**src/rtl/ram_arbiter.sv**
```systemverilog
// Shares one single-ported RAM among N_CLIENTS request/response clients.
// Arbitration is round-robin or fixed priority, and the grant is held while the memory stalls.
module ram_arbiter #(
  parameter  int N_CLIENTS  = 2,
  parameter  int ADDR_WIDTH = 32,
  parameter  int DATA_WIDTH = 32,
  parameter  int ARB_MODE   = 1,
  localparam int BYTE_COUNT = DATA_WIDTH / 8,
  localparam int PTR_W      = (N_CLIENTS > 1) ? $clog2(N_CLIENTS) : 1
) (
  input  logic                             clk,
  input  logic                             reset,
  input  logic [N_CLIENTS-1:0]             cl_en,
  input  logic [N_CLIENTS*ADDR_WIDTH-1:0]  cl_addr,
  input  logic [N_CLIENTS*DATA_WIDTH-1:0]  cl_data_w,
  input  logic [N_CLIENTS-1:0]             cl_we,
  input  logic [N_CLIENTS*BYTE_COUNT-1:0]  cl_be,
  output logic [N_CLIENTS*DATA_WIDTH-1:0]  cl_data_r,
  output logic [N_CLIENTS-1:0]             cl_delay,
  output logic                             m_en,
  output logic [ADDR_WIDTH-1:0]            m_addr,
  output logic [DATA_WIDTH-1:0]            m_data_w,
  output logic                             m_we,
  output logic [BYTE_COUNT-1:0]            m_be,
  input  logic [DATA_WIDTH-1:0]            m_data_r,
  input  logic                             m_delay
);

  logic [PTR_W-1:0]     rr_ptr;
  logic [PTR_W-1:0]     resp_owner;
  logic [PTR_W-1:0]     win;
  logic                 resp_valid;
  logic                 lock;
  logic [N_CLIENTS-1:0] req_q;

  // Loops run from the lowest-priority candidate upward so the last hit is the winner.
  always_comb begin
    lock = resp_valid & m_delay;
    win  = '0;
    if (lock) begin
      win = resp_owner;
    end else if (ARB_MODE == 0) begin
      for (int i = N_CLIENTS - 1; i >= 0; i--) begin
        if (cl_en[i]) win = PTR_W'(i);
      end
    end else begin
      for (int k = N_CLIENTS; k >= 1; k--) begin
        if (cl_en[(int'(rr_ptr) + k) % N_CLIENTS])
          win = PTR_W'((int'(rr_ptr) + k) % N_CLIENTS);
      end
    end
  end

  always_comb begin
    m_en     = |cl_en;
    m_addr   = cl_addr[ADDR_WIDTH-1:0];
    m_data_w = cl_data_w[DATA_WIDTH-1:0];
    m_we     = cl_we[0];
    m_be     = cl_be[BYTE_COUNT-1:0];
    for (int i = 1; i < N_CLIENTS; i++) begin
      if (win == PTR_W'(i)) begin
        m_addr   = cl_addr[i*ADDR_WIDTH +: ADDR_WIDTH];
        m_data_w = cl_data_w[i*DATA_WIDTH +: DATA_WIDTH];
        m_we     = cl_we[i];
        m_be     = cl_be[i*BYTE_COUNT +: BYTE_COUNT];
      end
    end
  end

  assign cl_data_r = {N_CLIENTS{m_data_r}};

  always_comb begin
    cl_delay = '0;
    for (int i = 0; i < N_CLIENTS; i++) begin
      cl_delay[i] = req_q[i] & (~resp_valid | (resp_owner != PTR_W'(i)) | m_delay);
    end
  end

  always_ff @(posedge clk or negedge reset) begin
    if (!reset) begin
      rr_ptr     <= PTR_W'(N_CLIENTS - 1);
      resp_valid <= 1'b0;
      resp_owner <= '0;
      req_q      <= '0;
    end else begin
      resp_valid <= m_en;
      resp_owner <= win;
      req_q      <= cl_en;
      if (m_en && !lock) rr_ptr <= win;
    end
  end

endmodule

```
**config.mk**
```make
export PLATFORM = sky130hd
export DESIGN_NAME = ram_arbiter
export DESIGN_NICKNAME = d
export VERILOG_FILES = /design/src/rtl/ram_arbiter.sv
export SDC_FILE = /design/constraint.sdc
export NUM_CORES = 1
export LEC_CHECK = 0
export CORE_AREA = 4 4 119 121
export CTS_CLUSTER_DIAMETER = 30
export DETAILED_ROUTE_END_ITERATION = 10
export DIE_AREA = 0 0 123 125
export DONT_BUFFER_PORTS = 1
export HOLD_SLACK_MARGIN = 0.08
export MAX_ROUTING_LAYER = met4
export PLACE_DENSITY_LB_ADDON = 0.3
export SLEW_MARGIN = 5
export SYNTH_ARGS = -nofsm -noshare
export SYNTH_HDL_FRONTEND = slang
export SYNTH_SLANG_ARGS = --single-unit
```
**constraint.sdc**
```tcl
create_clock -name clk -period 3.7 [get_ports clk]
set_input_delay 0.555 -clock clk [delete_from_list [all_inputs] [get_ports clk]]
set_output_delay 0.555 -clock clk [all_outputs]
set_load 0.02 [all_outputs]
```
==> results.sh, run 1 <==
export IMPL_synth_ff_type="dfrtp_1"
export IMPL_grt_pass1_vias=976
export IMPL_antenna_found_initial=3
export IMPL_row_count=42
export IMPL_async_reset_ff_share_pct=100
export IMPL_synthDistinctLibCells=15
export IMPL_die_h_um=125
export IMPL_netlist_top_cells_count="buf_4, mux2_2, mux2_1"
export IMPL_grt_start_max_net_pins=71
export IMPL_synth_edf_count=0
export IMPL_synth_seq_area_share_pct=8.18
export IMPL_cts_buffers=3
export IMPL_cts_resized_gates=0
export IMPL_fp_dieW_um=123
export IMPL_yosys_top_cells_area="mux2_2, buf_4, mux2_1"
export IMPL_synth_top_area_share_pct=38.7
export IMPL_outcome="did not finish"
export IMPL_syn_nets=332
export IMPL_ys_ff_latch=5
export IMPL_overflow=0
export IMPL_grtUsageTotal_pct=5.36
export IMPL_synth_most_common_cell="buf_4"
export IMPL_routabilityCongestion=0.651
export IMPL_grt_first_pass_wirelength_um=6020
export IMPL_h_tree_depth=1
export IMPL_synth_warnings=0
export IMPL_synth_top_area_cell="mux2_2"
export IMPL_synth_avg_cell_area_um2=9.83
export IMPL_cts_setup_buffers=0
export IMPL_clockBufferDepth=2
export IMPL_cts_root_buf="clkbuf_16"
export IMPL_num_io_pins=311
export IMPL_netlist_area_um2=1540
export IMPL_io_buffers=0
export IMPL_start_util_pct=11.8
export IMPL_synthCells=157
export IMPL_error_line="[ERROR DRT-0255] Maze Route cannot find path of net m_data_r[20] in worker of routeBox ( 96600 96600 ) ( 123000 125000 )."
export IMPL_lastStage="detailed routing"
export IMPL_clock_sinks=5
[stage by stage]
step           std cells  utilization, %  setup slack, ns  area (µm²)
2_1_floorplan        157               -             1.54        1540
3_3_place_gp         263            9.36             1.44        1220
3_5_place_dp         263            9.36             1.40        1220
4_1_cts              268            10.0             1.24        1310
5_1_grt              271            10.1             1.19        1320
[timing repair]
| action | in CTS | in global routing |
|---|---|---|
| endpoints found under the setup margin | 0 | 0 |
| hold buffers | 1 | 0 |
| hold endpoints to repair | 4 | 0 |
[per-layer routing]
| metal | global-route usage [%] |
|---|---|
| met1 | 3.70 |
| met3 | 2.94 |
| met2 | 10.5 |
| met5 | - |
| met4 | 2.48 |
[kinds of logic after synthesis]
group	synth area share, %
DFF	8.19
AOI/OAI and AO/OA	3.08
and+or+nand+nor	1.70
muxes	50.3
buffers and inverters	36.7
==> run 2: changes to the inputs <==
Settings changed: CORE_AREA 4 4 119 121 to 4 4 118 120, CTS_CLUSTER_DIAMETER 30 to not set, DIE_AREA 0 0 123 125 to 0 0 122 124, HOLD_SLACK_MARGIN 0.08 to not set, MAX_ROUTING_LAYER met4 to not set, PLACE_DENSITY_LB_ADDON 0.3 to 0.15.
==> run 2 against run 1 <==
Against the previous run: global-route usage down 0.56 points; synthesized area unchanged; the flow now finishes without violations; synthesized cell count did not move.
==> results.sh, run 2 <==
export IMPL_setup_ws_ns=0.920
export IMPL_ant_nets=0
export IMPL_wl_per_cell_um=18.2
export IMPL_dr_pass1_iters=4
export IMPL_synth_top_area_cell="mux2_2"
export IMPL_synth_most_common_cell="buf_4"
export IMPL_crit_start="rr_ptr"
export IMPL_cts_root_buf="clkbuf_16"
export IMPL_cts_tree="done"
export IMPL_nets=268
export IMPL_grtUsageTotal_pct=4.80
export IMPL_worstHoldPathType="in2async"
export IMPL_fin_crit_sh_pct=75.1
export IMPL_startpoint_type="register"
export IMPL_antenna_found_initial=1
export IMPL_drv_slew=0
export IMPL_synth_warnings=0
export IMPL_cp_end_kind="primary output"
export IMPL_top_register="req_q"
export IMPL_synth_edf_count=0
export IMPL_max_slew_margin_pct=52.3
export IMPL_die_h_um=124
export IMPL_power_density_nw_per_um2=417
export IMPL_netlist_area_um2=1540
export IMPL_final_cell_area_um2=1300
export IMPL_drc_errors=0
export IMPL_slowest_delay_ns=0.53
export IMPL_cp_required_ns=3.14
export IMPL_antenna_cells=0
export IMPL_synth_top_area_share_pct=38.7
export IMPL_p_sw_uw=236
export IMPL_dieArea_um2=15100
export IMPL_clockBufferDepth=2
export IMPL_finalHoldViolCount=0
export IMPL_clock_sinks=5
export IMPL_synth_ff_type="dfrtp_1"
export IMPL_drive_gt1_share_pct=66.3
export IMPL_final_common_cell="mux2_2"
export IMPL_syn_nets=332
export IMPL_crit_buf_inv=1
export IMPL_fin_cells=268
export IMPL_cell_internal_pwr_uw=306
export IMPL_largest_reg_flops=2
export IMPL_drt_total_wl_um=4890
export IMPL_final_min_clock_period_ns=2.78
export IMPL_vias=850
export IMPL_cts_setup_buffers=0
export IMPL_routabilityCongestion=0.656
export IMPL_fp_dieW_um=122
export IMPL_seq_power_share_pct=12.2
export IMPL_cp_slowest_cell="dfstp_2"
export IMPL_clk_latency_ns=0.23
export IMPL_yosys_top_cells_area="mux2_2, buf_4, mux2_1"
export IMPL_grt_start_max_net_pins=31
export IMPL_synthDistinctLibCells=15
export IMPL_path_cells="nand2_1 -> a31oi_4 -> buf_4 -> mux2_2"
export IMPL_p_sw_share_pct=43.5
export IMPL_vias_per_cell=3.17
export IMPL_hold_slack_ns=0.0240
export IMPL_cap_viol_max_count=0
export IMPL_h_tree_depth=1
export IMPL_placed_cells=264
export IMPL_path_clk_slew_ns=0.03
export IMPL_cts_resized_gates=0
export IMPL_reg2reg_from="rr_ptr"
export IMPL_core_area_um2=13000
export IMPL_place_ws_ns=1.03
export IMPL_combPwrFrac_pct=55.1
export IMPL_hpwl_um=4490
export IMPL_rsz0062_at_grt="false"
export IMPL_final_setup_tns_ns=0
export IMPL_grt_first_pass_wirelength_um=5480
export IMPL_layout_common_cells="mux2_2, mux2_1, dfrtp_1"
export IMPL_synthToLayoutAreaGrowth_pct=-15.9
export IMPL_worstSetupPathType="reg2out"
export IMPL_clock_power_share_pct=32.7
export IMPL_p_leak_nw=0.422
export IMPL_fmax_ghz=0.360
export IMPL_start_util_pct=11.9
export IMPL_setup_viol=0
export IMPL_cts_hold_buf=0
export IMPL_finClkSkew_ns=0.000873
export IMPL_drt_iter0_drc=12
export IMPL_fillers=1510
export IMPL_grt_pass1_vias=964
export IMPL_row_count=42
export IMPL_netlist_top_cells_count="buf_4, mux2_2, mux2_1"
export IMPL_async_reset_ff_share_pct=100
export IMPL_ys_ff_latch=5
export IMPL_num_io_pins=311
export IMPL_crit_arrival_ns=2.22
export IMPL_overflow=0
export IMPL_cts_buffers=3
export IMPL_worst_pin_slew_ns=0.709
export IMPL_io_buffers=0
export IMPL_synth_seq_area_share_pct=8.18
export IMPL_vdd_drop_max_mv=0.283
export IMPL_synth_avg_cell_area_um2=9.83
export IMPL_cp_max_fo=30
export IMPL_cp_top_family="flip-flops"
export IMPL_outcome="complete, no violations"
export IMPL_synthCells=157
export IMPL_placed_area_um2=1220
==> run 2: per-layer routing <==
| metal | GRT usage, % | share of wire (%) |
|---|---|---|
| met1 | 4.49 | 29 |
| met2 | 9.22 | 55 |
| met3 | 1.91 | 14 |
| met4 | 2.03 | 2.2 |
| met5 | 0 | 0.41 |
==> run 2: stage by stage <==
step	util, %	power, mW
CTS	10.0	0.549
global route	10.0	0.563
floorplan	-	0.455
finish	10.0	0.542
global placement	9.40	0.370
detailed placement	9.40	0.369
==> run 2: power by group through the flow <==
| stage | combinational [mW] | sequential, mW | clock [mW] |
|---|---|---|---|
| final | 0.299 | 0.0659 | 0.177 |
| after global routing | 0.313 | 0.0664 | 0.184 |
| after CTS | 0.304 | 0.0658 | 0.179 |
| after detailed placement | 0.303 | 0.0663 | 0 |
| after global placement | 0.304 | 0.0657 | 0 |
| after floorplan | 0.390 | 0.0652 | 0 |
==> run 2: path summary, 6_finish.rpt <==
kind | end | slack, ns | depth (start not counted)
min in group clk | req_q[1] | 0.36 | 0
max reg2reg | resp_owner | 2.41 | 3
min reg2reg | rr_ptr | 0.53 | 2
min | resp_valid | 0.02 | 0
max | m_addr[6] | 0.92 | 4
max in group asynchronous | rr_ptr | 3.51 | 0
==> run 2: area by class of cell <==
| cell class | instances | area, µm² | area share, % |
|---|---|---|---|
| well taps | 176 | 220 | 17.0 |
| repair buffers | 2 | 15.0 | 1.16 |
| inverters | 2 | 7.51 | 0.578 |
| clock buffers | 4 | 78.8 | 6.07 |
| multi-input cells | 79 | 851 | 65.5 |
| flip-flops and latches | 5 | 126 | 9.73 |
==> run 2: cell families (layout without fill, tap and decap cells) <==
| logic type | Yosys count | after routing | share of synthesized area (%) |
|---|---|---|---|
| muxes | 69 | 69 | 50.3 |
| DFF | 5 | 5 | 8.19 |
| AOI/OAI and AO/OA | 5 | 5 | 3.08 |
| and+or+nand+nor | 5 | 5 | 1.70 |
| buffers and inverters | 73 | 8 | 36.7 |
Power figures use the tool's default switching activity.
